File: src/rtl/fb_pkg.sv
// Shared state type, width defaults and master indices for the frame-buffer RAM arbiter.
// Latency: none, types and constants only.
// Backpressure: none, defined by the arbiter that imports this package.
package fb_pkg;

  typedef enum logic [1:0] {
    IDLE = 2'd0,
    OWN0 = 2'd1,
    OWN1 = 2'd2
  } arb_state_t;

  localparam int DEF_ADDRESS_WIDTH = 6;
  localparam int DEF_DATA_WIDTH    = 10;

  localparam int MST_CPU = 0;
  localparam int MST_LDR = 1;

  localparam int LOCK_CNT_W = 3;

endpackage

File: src/rtl/fb_arb_pick.sv
// Two-way grant selector: one-hot grant from the two requests; ptr names the favoured master on a tie.
// Latency: purely combinational.
// Backpressure: a master that loses the tie simply sees no grant.
module fb_arb_pick
  import fb_pkg::*;
(
  input  logic [1:0] req,
  input  logic       ptr,
  output logic [1:0] gnt
);

  always_comb begin
    gnt = 2'b00;
    if (req[MST_CPU] && req[MST_LDR]) begin
      gnt[ptr] = 1'b1;
    end else begin
      gnt = req;
    end
  end

endmodule

File: src/rtl/fb_ram_arbiter.sv
// Two-master single-port RAM arbiter with bounded lock; FB_ARB_ROUND_ROBIN_EN selects round-robin over fixed priority.
// Latency: grant and RAM command are combinational in the request cycle; read data and rvalid follow one cycle later.
// Backpressure: an ungranted master holds its request until it sees its grant.
module fb_ram_arbiter
  import fb_pkg::*;
#(
  parameter int ADDRESS_WIDTH = DEF_ADDRESS_WIDTH,
  parameter int DATA_WIDTH    = DEF_DATA_WIDTH,
  parameter int MAX_LOCK      = 4
) (
  input  logic                     clk,
  input  logic                     rst,

  input  logic                     req0,
  input  logic                     we0,
  input  logic                     lock0,
  input  logic [ADDRESS_WIDTH-1:0] addr0,
  input  logic [DATA_WIDTH-1:0]    wdata0,
  output logic                     gnt0,
  output logic                     rvalid0,
  output logic [DATA_WIDTH-1:0]    rdata0,

  input  logic                     req1,
  input  logic                     we1,
  input  logic                     lock1,
  input  logic [ADDRESS_WIDTH-1:0] addr1,
  input  logic [DATA_WIDTH-1:0]    wdata1,
  output logic                     gnt1,
  output logic                     rvalid1,
  output logic [DATA_WIDTH-1:0]    rdata1,

  output logic [ADDRESS_WIDTH-1:0] ram_addr,
  output logic                     ram_wr,
  output logic [DATA_WIDTH-1:0]    ram_wdata,
  input  logic [DATA_WIDTH-1:0]    ram_rdata
);

  arb_state_t            state, state_nxt;
  logic [LOCK_CNT_W-1:0] lock_cnt, lock_cnt_nxt, lock_cnt_inc;
  logic                  lock_room;
  logic [1:0]            req_ok;
  logic [1:0]            gnt;
  logic                  rr_ptr;
  logic [DATA_WIDTH-1:0] rdata0_q, rdata1_q;

  // The owner is the only eligible master; reset masks everything.
  always_comb begin
    req_ok = 2'b00;
    case (state)
      IDLE:    req_ok = {req1, req0};
      OWN0:    req_ok = {1'b0, req0};
      OWN1:    req_ok = {req1, 1'b0};
      default: req_ok = 2'b00;
    endcase
    if (!rst) begin
      req_ok = 2'b00;
    end
  end

  fb_arb_pick u_pick (
    .req (req_ok),
    .ptr (rr_ptr),
    .gnt (gnt)
  );

  assign gnt0 = gnt[MST_CPU];
  assign gnt1 = gnt[MST_LDR];

  always_comb begin
    ram_addr  = '0;
    ram_wdata = '0;
    ram_wr    = 1'b0;
    if (gnt[MST_CPU]) begin
      ram_addr  = addr0;
      ram_wdata = wdata0;
      ram_wr    = we0;
    end else if (gnt[MST_LDR]) begin
      ram_addr  = addr1;
      ram_wdata = wdata1;
      ram_wr    = we1;
    end
  end

  // Count is zero in IDLE, so the increment also covers the first grant of a lock run.
  assign lock_cnt_inc = (lock_cnt == '1) ? lock_cnt : lock_cnt + LOCK_CNT_W'(1);
  assign lock_room    = int'(lock_cnt_inc) < MAX_LOCK;

  always_comb begin
    state_nxt    = IDLE;
    lock_cnt_nxt = '0;
    if (gnt[MST_CPU] && lock0 && lock_room) begin
      state_nxt    = OWN0;
      lock_cnt_nxt = lock_cnt_inc;
    end else if (gnt[MST_LDR] && lock1 && lock_room) begin
      state_nxt    = OWN1;
      lock_cnt_nxt = lock_cnt_inc;
    end
  end

  always_ff @(posedge clk or negedge rst) begin
    if (!rst) begin
      state    <= IDLE;
      lock_cnt <= '0;
      rvalid0  <= 1'b0;
      rvalid1  <= 1'b0;
      rdata0_q <= '0;
      rdata1_q <= '0;
    end else begin
      state    <= state_nxt;
      lock_cnt <= lock_cnt_nxt;
      rvalid0  <= gnt[MST_CPU] & ~we0;
      rvalid1  <= gnt[MST_LDR] & ~we1;
      if (rvalid0) begin
        rdata0_q <= ram_rdata;
      end
      if (rvalid1) begin
        rdata1_q <= ram_rdata;
      end
    end
  end

  // RAM data is live only in the rvalid cycle; the held copy covers every other cycle.
  assign rdata0 = rvalid0 ? ram_rdata : rdata0_q;
  assign rdata1 = rvalid1 ? ram_rdata : rdata1_q;

`ifdef FB_ARB_ROUND_ROBIN_EN
  // rr_ptr names the master that was not granted last, so master 0 wins the first tie.
  always_ff @(posedge clk or negedge rst) begin
    if (!rst) begin
      rr_ptr <= 1'b0;
    end else if (gnt[MST_CPU]) begin
      rr_ptr <= 1'b1;
    end else if (gnt[MST_LDR]) begin
      rr_ptr <= 1'b0;
    end
  end
`else
  assign rr_ptr = 1'b0;
`endif

endmodule

File: config.mk
export PLATFORM = sky130hd
export DESIGN_NAME = fb_ram_arbiter
export DESIGN_NICKNAME = d
export VERILOG_FILES = /design/src/rtl/fb_pkg.sv /design/src/rtl/fb_arb_pick.sv /design/src/rtl/fb_ram_arbiter.sv
export SDC_FILE = /design/constraint.sdc
export NUM_CORES = 1
export LEC_CHECK = 0
export CAP_MARGIN = 40
export CORE_MARGIN = 8
export CORE_UTILIZATION = 36
export DETAILED_ROUTE_END_ITERATION = 16
export GPL_TIMING_DRIVEN = 0
export PLACE_DENSITY_LB_ADDON = 0.1
export SLEW_MARGIN = 20
export SYNTH_ARGS = -nofsm -noshare
export SYNTH_HDL_FRONTEND = slang
export SYNTH_HIERARCHICAL = 1
export SYNTH_SLANG_ARGS = --single-unit
File: constraint.sdc
create_clock -name clk -period 3.7 [get_ports clk]
set_input_delay 0.555 -clock clk [delete_from_list [all_inputs] [get_ports clk]]
set_output_delay 0.555 -clock clk [all_outputs]
set_load 0.05 [all_outputs]
**Word-level counts from Yosys, hierarchy flattened**

Cells that the tools add are included.

- Register bits after elaboration: 27
- Input bits: 50

- Add/subtract/negate cells: 1
- Magnitude comparators: 1
- Equality and inequality tests: 3
- Bitwise operators: 4
- Mux-type cells: 16
- Reductions and logical operators: 6

Operators with widths:

| operator | count |
|---|---|
| $mux W10 | 4 |
| $mux W6 | 2 |
| $mux W3 | 3 |
| $mux W2 | 4 |
| $pmux W2 S3 | 1 |
| $logic_and A1 B1 Y1 | 5 |
| $add A3 B1 Y3 const B | 1 |
| $eq A3 B3 Y1 const B | 1 |
| $lt A3 B3 Y1 const B | 1 |
| $and A1 B1 Y1 | 2 |
| $eq A2 B1 Y1 const B | 1 |
| $eq A2 B2 Y1 const B | 1 |
| $logic_not A2 Y1 | 1 |
| $mux W1 | 2 |
| $not A1 Y1 | 2 |

**Longest topological paths before layout**

Gate-level depths: netlist of run 1.

- Word-level depth: 9
- Gate-level depth with buffers: 7
- Depth with buffers taken out: 5

**Hierarchy**

Netlist of run 1, hierarchy kept.

By module, submodules not included:

| module | instances | cells each | area each (um2) | seq. area each (um2) |
|---|---|---|---|---|
| fb_ram_arbiter | 1 | 88 | 1192.4 | 675.6 |
| fb_arb_pick | 1 | 3 | 18.8 | 0.0 |

**Worst setup path after synthesis of run 1**

No wires, ideal clock.

- Path type: input to output
- Start: in req1
- End: out ram_wdata[3]
- Arrival: 2.844 ns
- Required time: 3.145 ns
- Stages on the path: 5
- Path slack: 0.301 ns
- Cell sequence: nand2_1 > nor2_1 > a21boi_1 > nand2_1 > o21ai_0

- Cells in the longest elaborated chain, start to end: 6

Ends and longest elaborated chain:

| item | line | text |
|---|---|---|
| from (decl) | fb_ram_arbiter.sv:23 | `input logic req1,` |
| $pmux W2 S3 (*) | fb_ram_arbiter.sv:49 | `case (state)` |
| $mux W2 (*) | fb_ram_arbiter.sv:55 | `if (!rst) begin` |
| named net req_ok[1] | fb_ram_arbiter.sv:41 | `logic [1:0] req_ok;` |
| $logic_and A1 B1 Y1 | fb_arb_pick.sv:14 | `if (req[MST_CPU] && req[MST_LDR]) begin` |
| $mux W2 (*) | fb_arb_pick.sv:14 |  |
| named net gnt1 | fb_ram_arbiter.sv:28 | `output logic gnt1,` |
| $mux W10 (*) | fb_ram_arbiter.sv:77 | `end else if (gnt[MST_LDR]) begin` |
| $mux W10 (*) | fb_ram_arbiter.sv:73 | `if (gnt[MST_CPU]) begin` |
| to (decl) | fb_ram_arbiter.sv:34 | `output logic [DATA_WIDTH-1:0] ram_wdata,` |

Mark *: on every way through the listed nets, which the timed path passes. The rest lies on a longest branch.

**Worst setup path after layout of run 1**

- Start: in req1
- End: out ram_wr

- Cells in the longest elaborated chain, start to end: 6

Ends and longest elaborated chain:

| item | line | text |
|---|---|---|
| $pmux W2 S3 (*) | fb_ram_arbiter.sv:49 |  |
| $mux W2 (*) | fb_ram_arbiter.sv:55 |  |
| named net req_ok[1] | fb_ram_arbiter.sv:41 |  |
| $logic_and A1 B1 Y1 | fb_arb_pick.sv:14 |  |
| $mux W2 (*) | fb_arb_pick.sv:14 |  |
| $mux W1 | fb_ram_arbiter.sv:77 |  |
| $mux W1 (*) | fb_ram_arbiter.sv:73 |  |
| to (decl) | fb_ram_arbiter.sv:33 | `output logic ram_wr,` |

Marked as above.

==> flow_metrics.tcl, run 1 <==
set metrics [dict create \
    cap_violations 0 \
    initial_core_util_pct 36.9 \
    clockBufferDepth 2 \
    setup_violations 0 \
    critPathCaptureType "output port" \
    async_flop_share_pct 100 \
    skew_ps 12.4 \
    power_density_mw_per_mm2 445 \
    clk_pin_slew_ps 140 \
    slew_viol_final 0 \
    min_period_over_period_pct 92.2 \
    rsz0062_at_grt "false" \
    grt_use_met2_pct 25.0 \
    final_design_area_no_fill_mm2 0.00223 \
    busiest_layer "met2" \
    ios 91 \
    grt_max_degree 30 \
    worst_pin_slew_ps 538 \
    clockPowerShare_pct 11.9 \
    post-route-util_pct 67.8 \
    crit_fanout 7 \
    outcome "finished, final reports clean" \
    hold_ws_ps 130 \
    vdd.ir_drop.worst_mv 0.178 \
    placedInstanceArea_mm2 0.00217 \
    ys_warn_count 6 \
    track_usage_pct 13.6 \
    cp-startpoint "req1" \
    worstSkewPairLatency_ps 310 \
    rows 21 \
    ys_top_cells_by_area "dfrtp_1, mux2_2, a22o_1" \
    crit_top_cell "clkdlybuf4s50_1" \
    synth_area_mm2 0.00121 \
    ant_nets 0 \
    ys_ff_latch 27 \
    cp-endpoint "ram_wr" \
    synth_commonest_cells "dfrtp_1, mux2_2, a22o_1" \
    synth-seq-area-share_pct 55.8 \
    p_total_uw 991 \
    setup_ws_ps 289 \
    seqPwrFrac_pct 36.0 \
    finalHoldViolations 0 \
    multi_input_area_um2 497 \
    cts_sinks 27 \
    gr-total-overflow 0 \
    netlist.top_cell.by_area "dfrtp_1" \
    grt_antenna_before_repair 0 \
    reg2reg_depth 5 \
    regArea_um2 676 \
    io_buffers 90 \
    cts_root_buffer "clkbuf_4" \
    cts_tree "yes" \
    drive_above_1_share_pct 16.6 \
    max_slew_margin_pct 64.1 \
    p_int_uw 587 \
    period_needed_ps 3410 \
    cts_buffers 3 \
    antenna_cells 0 \
    dp_slack_ps -35.5 \
    hold_path.class "primary input to async pin" \
    syn_area_per_cell_um2 13.3 \
    startpoint_type "primary input" \
    nNetsFinal 239 \
    regToRegEndpoint "state[1]" \
    max_freq_ghz 0.293 \
    cp_cell_sequence "clkdlybuf4s50_1, nand2_1, nor2_1, a21boi_1, nor2b_2, buf_6, a22o_1, clkdlybuf4s50_1" \
    grt_pass1_vias 1220 \
    drt-initial-drc-count 17 \
    dieArea_mm2 0.00548 \
    critPathRequiredTime_ps 3140 \
    drc 0 \
    synth-edff-count 0 \
    grt_pass1_wl_um 5840 \
    die_w_um 74 \
    htreeDepth 1 \
    synth_most_common_cell "dfrtp_1" \
    synth.top_cell.area_share_pct 55.8 \
    globalRouteMet3Util_pct 6.20 \
    syn_to_final_growth_pct 83.8 \
    critPathKind "primary input to output port" \
    fp.dieH_um 74 \
    vias 1100 \
    nFillCells 266 \
    synth_flop_cell "dfrtp_1" \
    p_leak_uw 0.00108 \
    synth.distinct_cells 19 \
    core_mm2 0.00328 \
    crit_slowest_cell "clkdlybuf4s50_1" \
    reg2reg_from "state[1]" \
    slowest_delay_ps 820 \
    r2r_setup_slack_ps 2150 \
    gp_routability_congestion 0.709 \
    dp_hpwl_um 3320 \
    p_sw_uw 404 \
    p_sw_share_pct 40.7 \
    worstPathArrival_ps 2860 \
    viasPerCell 4.72 \
    wirelength_um 3890 \
    wl_per_cell_um 16.7 \
    first_pass_iters 4 \
    p_comb_share_pct 52.1 \
    cts_hold_buf 0 \
    grt_use_met1_pct 14.2 \
    syn_inst 91 \
]
==> cell families (layout without fill, tap and decap cells) <==
logic type,count (synthesis),after routing,synth area share [%]
flip-flops,27,27,55.8
AO/OA/AOI/OAI,20,20,13.8
multiplexers,20,20,18.6
AND/OR/NAND/NOR,15,15,6.61
buffers and inverters,7,101,3.82
adder cells (fa/ha/maj),1,1,1.03
other,1,3,0.310
==> per-stage QoR <==
stage | setup TNS (ps) | instances
2_1_floorplan | 0 | 93
3_3_place_gp | -12840 | 229
3_5_place_dp | -199 | 229
4_1_cts | 0 | 233
5_1_grt | 0 | 233
6_report | 0 | 233
==> cells in the final DEF (no fill, tap or decap) <==
cell type / netlist / routed
a21boi_1: 2 / 2
a22o_1: 16 / 16
a22oi_1: 1 / 1
and3b_1: 1 / 1
and4_1: 1 / 1
buf_2: 4 / 4
buf_4: 0 / 1
buf_6: 2 / 2
clkbuf_1: 0 / 1
clkbuf_4: 0 / 3
clkdlybuf4s50_1: 0 / 79
conb_1: 1 / 3
dfrtp_1: 27 / 27
dlymetal6s2s_1: 0 / 10
ha_1: 1 / 1
inv_1: 1 / 1
mux2_2: 20 / 20
nand2_1: 5 / 5
nor2_1: 3 / 3
nor2b_1: 2 / 2
nor2b_2: 1 / 1
nor3_1: 1 / 1
nor4_1: 1 / 1
o21ai_0: 1 / 1
==> repair_timing <==
action | CTS | global route
resized for setup | 1 | 10
buffers inserted | 0 | 0
setup endpoints to repair | 10 | 10
==> worst max-delay path: cells and delay by family <==
kind	cells	cell delay [ps]
buffers and inverters	3	1410
and+or+nand+nor	3	400
AOI/OAI and AO/OA	2	490
==> registers in the layout (all words and copies together) (netlist names) <==
name,count
lock_cnt,3
rdata0_q,10
rdata1_q,10
rvalid0,1
rvalid1,1
state,2
==> layout make-up <==
cell class,instances,area share [%]
buffer,6,1.91
multi-input combinational,59,22.3
tap,46,2.59
clock buffer,4,1.18
inverter,1,0.169
timing repair buffer,90,41.5
sequential,27,30.4
==> power groups by stage <==
stage / clock network (µW) / logic [µW] / registers (µW)
floorplan: 0 / 322 / 362
global placement: 0 / 515 / 360
detailed placement: 0 / 523 / 364
CTS: 124 / 524 / 358
global route: 134 / 539 / 362
finish: 117 / 516 / 357
==> worst min path at each step <==
stage	cells past startpoint	slack, ps	endpoint	start
finish	1	130	rdata1_q[8]	rst
floorplan	0	260	lock_cnt[0]	rst
detailed placement	1	440	lock_cnt[0]	lock_cnt[0]
CTS	1	130	rdata1_q[8]	rst
global placement	1	430	lock_cnt[0]	lock_cnt[0]
global route	1	140	rdata0_q[8]	rst
==> routing by layer <==
layer  vias to the layer above  part of all wire [%]  routed length (µm)
met5                         -                     0                   0
met4                         0                     0                   0
met3                         0                    10                 397
met2                        45                    54                2100
met1                       530                    36                1390
li1                        525                     -                   -
No activity file was read; power rests on OpenSTA's default activity.
==> run 2, diff against run 1 <==
Settings changed: ABC_AREA set to 1, CORE_UTILIZATION 36 to 40.
==> run 2 against run 1 <==
  * Register-to-register slack better by 230 ps
  * Final area is 12% higher
  * Critical path depth rose by 2
  * Clock power is 42% higher
  * Routed wire length rose by 12%
  * Setup slack better by 82 ps
  * Global-route usage up 1.3 points
  * Synthesized cell count increased by 100%
  * Core utilization is 1.4 points higher
  * Cell count rose by 42%
  * Power increased by 5.3%
==> flow_metrics.tcl, run 2 <==
set metrics [dict create \
    synth_flop_cell "dfrtp_1" \
    fp.dieH_um 76.8 \
    min_period_over_period_pct 90.0 \
    p_sw_share_pct 42.3 \
    dp_slack_ps 216 \
    synthSimpleGateAreaFrac_pct 31.4 \
    worstSkewPairLatency_ps 270 \
    cp_num_buf_inv 5 \
    vias 1468 \
    reg2reg_from "state[1]" \
    worst_pin_slew_ps 531 \
    cap_violations 0 \
    wl_per_cell_um 13.2 \
    ios 91 \
    clockBufferDepth 2 \
    rsz0062_at_grt "false" \
    synth_adder_area_share_pct 0.845 \
    synth_most_common_cell "nand2_1" \
    skew_ps 4.33 \
    gp_routability_congestion 0.709 \
    ys_ff_latch 27 \
    cts_hold_buf 0 \
    clockPowerShare_pct 15.9 \
    rows 22 \
    cts_root_buffer "clkbuf_8" \
    grt_pass1_wl_um 7330 \
    grt_pass1_vias 1560 \
    synth_area_mm2 0.00148 \
    wirelength_um 4350 \
    cts_buffers 3 \
    htreeDepth 1 \
    critPathRequiredTime_ps 3140 \
    max_slew_margin_pct 64.5 \
    ys_top_cells_by_area "dfrtp_1, nand2_1, inv_1" \
    synth-xor-area-share_pct 0 \
    placedInstanceArea_mm2 0.00244 \
    slew_viol_final 0 \
    p_int_uw 602 \
    vdd.ir_drop.worst_mv 0.267 \
    dp_hpwl_um 3610 \
    synth.top_cell.area_share_pct 45.6 \
    nNetsFinal 334 \
    io_buffers 90 \
    gr-total-overflow 0 \
    seqPwrFrac_pct 34.2 \
    clk_pin_slew_ps 90 \
    die_w_um 76.8 \
    cts_tree "yes" \
    setup_ws_ps 371 \
    dieArea_mm2 0.00590 \
    grt_max_degree 30 \
    ys_warn_count 6 \
    hold_path.class "primary input to async pin" \
    mostFrequentLayoutCells "clkdlybuf4s50_1, nand2_1, inv_1, dfrtp_1, o21ai_0" \
    slowest_delay_ps 810 \
    drt-initial-drc-count 36 \
    regToRegEndpoint "lock_cnt[1]" \
    synth.distinct_cells 20 \
    syn_inst 186 \
    synth_mux_area_share_pct 0 \
    viasPerCell 4.45 \
    core_mm2 0.00361 \
    syn_area_per_cell_um2 7.96 \
    max_freq_ghz 0.300 \
    cts_sinks 27 \
    p_leak_uw 0.00117 \
    critPathKind "primary input to output port" \
    synth_top_family_by_area "simple AND/OR/NAND/NOR gates" \
    cp_cell_sequence "clkdlybuf4s50_1, nand2_1, nor2_1, inv_1, a21oi_1, buf_6, buf_6, nand2_1, nand2_2, clkdlybuf4s50_1" \
    path_delay_family "buffers and inverters" \
    synth_commonest_cells "nand2_1, inv_1, dfrtp_1" \
    critPathCaptureType "output port" \
    setup_violations 0 \
    crit_fanout 10 \
    period_needed_ps 3330 \
    drive_above_1_share_pct 13.8 \
    p_sw_uw 442 \
    outcome "finished, final reports clean" \
    track_usage_pct 14.8 \
    p_total_uw 1040 \
    startpoint_type "primary input" \
    cp.depth 10 \
    cp-startpoint "req0" \
    crit_slowest_cell "clkdlybuf4s50_1" \
    p_comb_share_pct 49.8 \
    ant_nets 0 \
    reg.largest.list "rdata0_q: 10 flops, rdata1_q: 10 flops, lock_cnt: 3 flops" \
    grt_antenna_before_repair 0 \
    synth_compound_area_share_pct 8.03 \
    final_design_area_no_fill_mm2 0.00249 \
    finalHoldViolations 0 \
    antenna_cells 0 \
    netlist.top_cell.by_area "dfrtp_1" \
    hold_ws_ps 217 \
    r2r_setup_slack_ps 2380 \
    initial_core_util_pct 41.0 \
    layout_commonest_cell "clkdlybuf4s50_1" \
    synth-edff-count 0 \
    first_pass_iters 4 \
    async_flop_share_pct 100 \
    reg2reg_depth 8 \
    syn_to_final_growth_pct 68.6 \
    drc 0 \
    post_cts_buffers 0 \
    synth-seq-area-share_pct 45.6 \
    power_density_mw_per_mm2 418 \
    worstPathArrival_ps 2770 \
]
-- run 2: power by group through the flow --
stage          combinational, µW  sequential [µW]  clock (µW)
6_report                     520              357         166
3_3_place_gp                 520              360           0
4_1_cts                      526              358         170
3_5_place_dp                 525              364           0
5_1_grt                      550              361         182
2_1_floorplan                315              364           0
-- run 2: repair_timing --
| action | in CTS | in global routing |
|---|---|---|
| resized for setup | 0 | 1 |
| endpoints found under the hold margin | 0 | 0 |
| setup endpoints to repair | 0 | 10 |
-- run 2: cell families after synthesis --
family                   count (synthesis)
flip-flops                              27
AO/OA/AOI/OAI                           23
adder cells (fa/ha/maj)                  1
other                                    1
buffers and inverters                   39
AND/OR/NAND/NOR                         95
-- run 2: final cells by class --
type	count	area (µm²)
flip-flops and latches	27	676
multi-input cells	122	607
fillers	302	1110
clock buffers	3	41.3
well taps	48	60.1
clock inverters	1	7.51
plain buffers	9	85.1
inverters	30	120
repair buffers	90	898
-- run 2: through the flow --
| stage | setup TNS, ps | std cells | utilization [%] |
|---|---|---|---|
| after floorplan | 0 | 188 | - |
| after global placement | -9340 | 326 | 67.9 |
| after detailed placement | 0 | 326 | 67.8 |
| after CTS | 0 | 330 | 69.1 |
| after global routing | 0 | 330 | 69.2 |
| final | 0 | 330 | 69.2 |
-- run 2: worst max-delay path by stage --
stage                   endpoint  slack [ps]
floorplan            ram_addr[1]         770
global placement     ram_addr[3]        -610
detailed placement  ram_wdata[2]         220
CTS                 ram_wdata[2]         210
global route        ram_wdata[2]         120
finish              ram_wdata[2]         370
-- run 2: metal layers --
| layer | up-vias | routed length [µm] | track usage [%] |
|---|---|---|---|
| met5 | - | 0 | 0 |
| met4 | 0 | 53 | 2.12 |
| met3 | 6 | 294 | 4.90 |
| met2 | 46 | 2350 | 28.0 |
| met1 | 661 | 1650 | 15.7 |
| li1 | 755 | - | - |
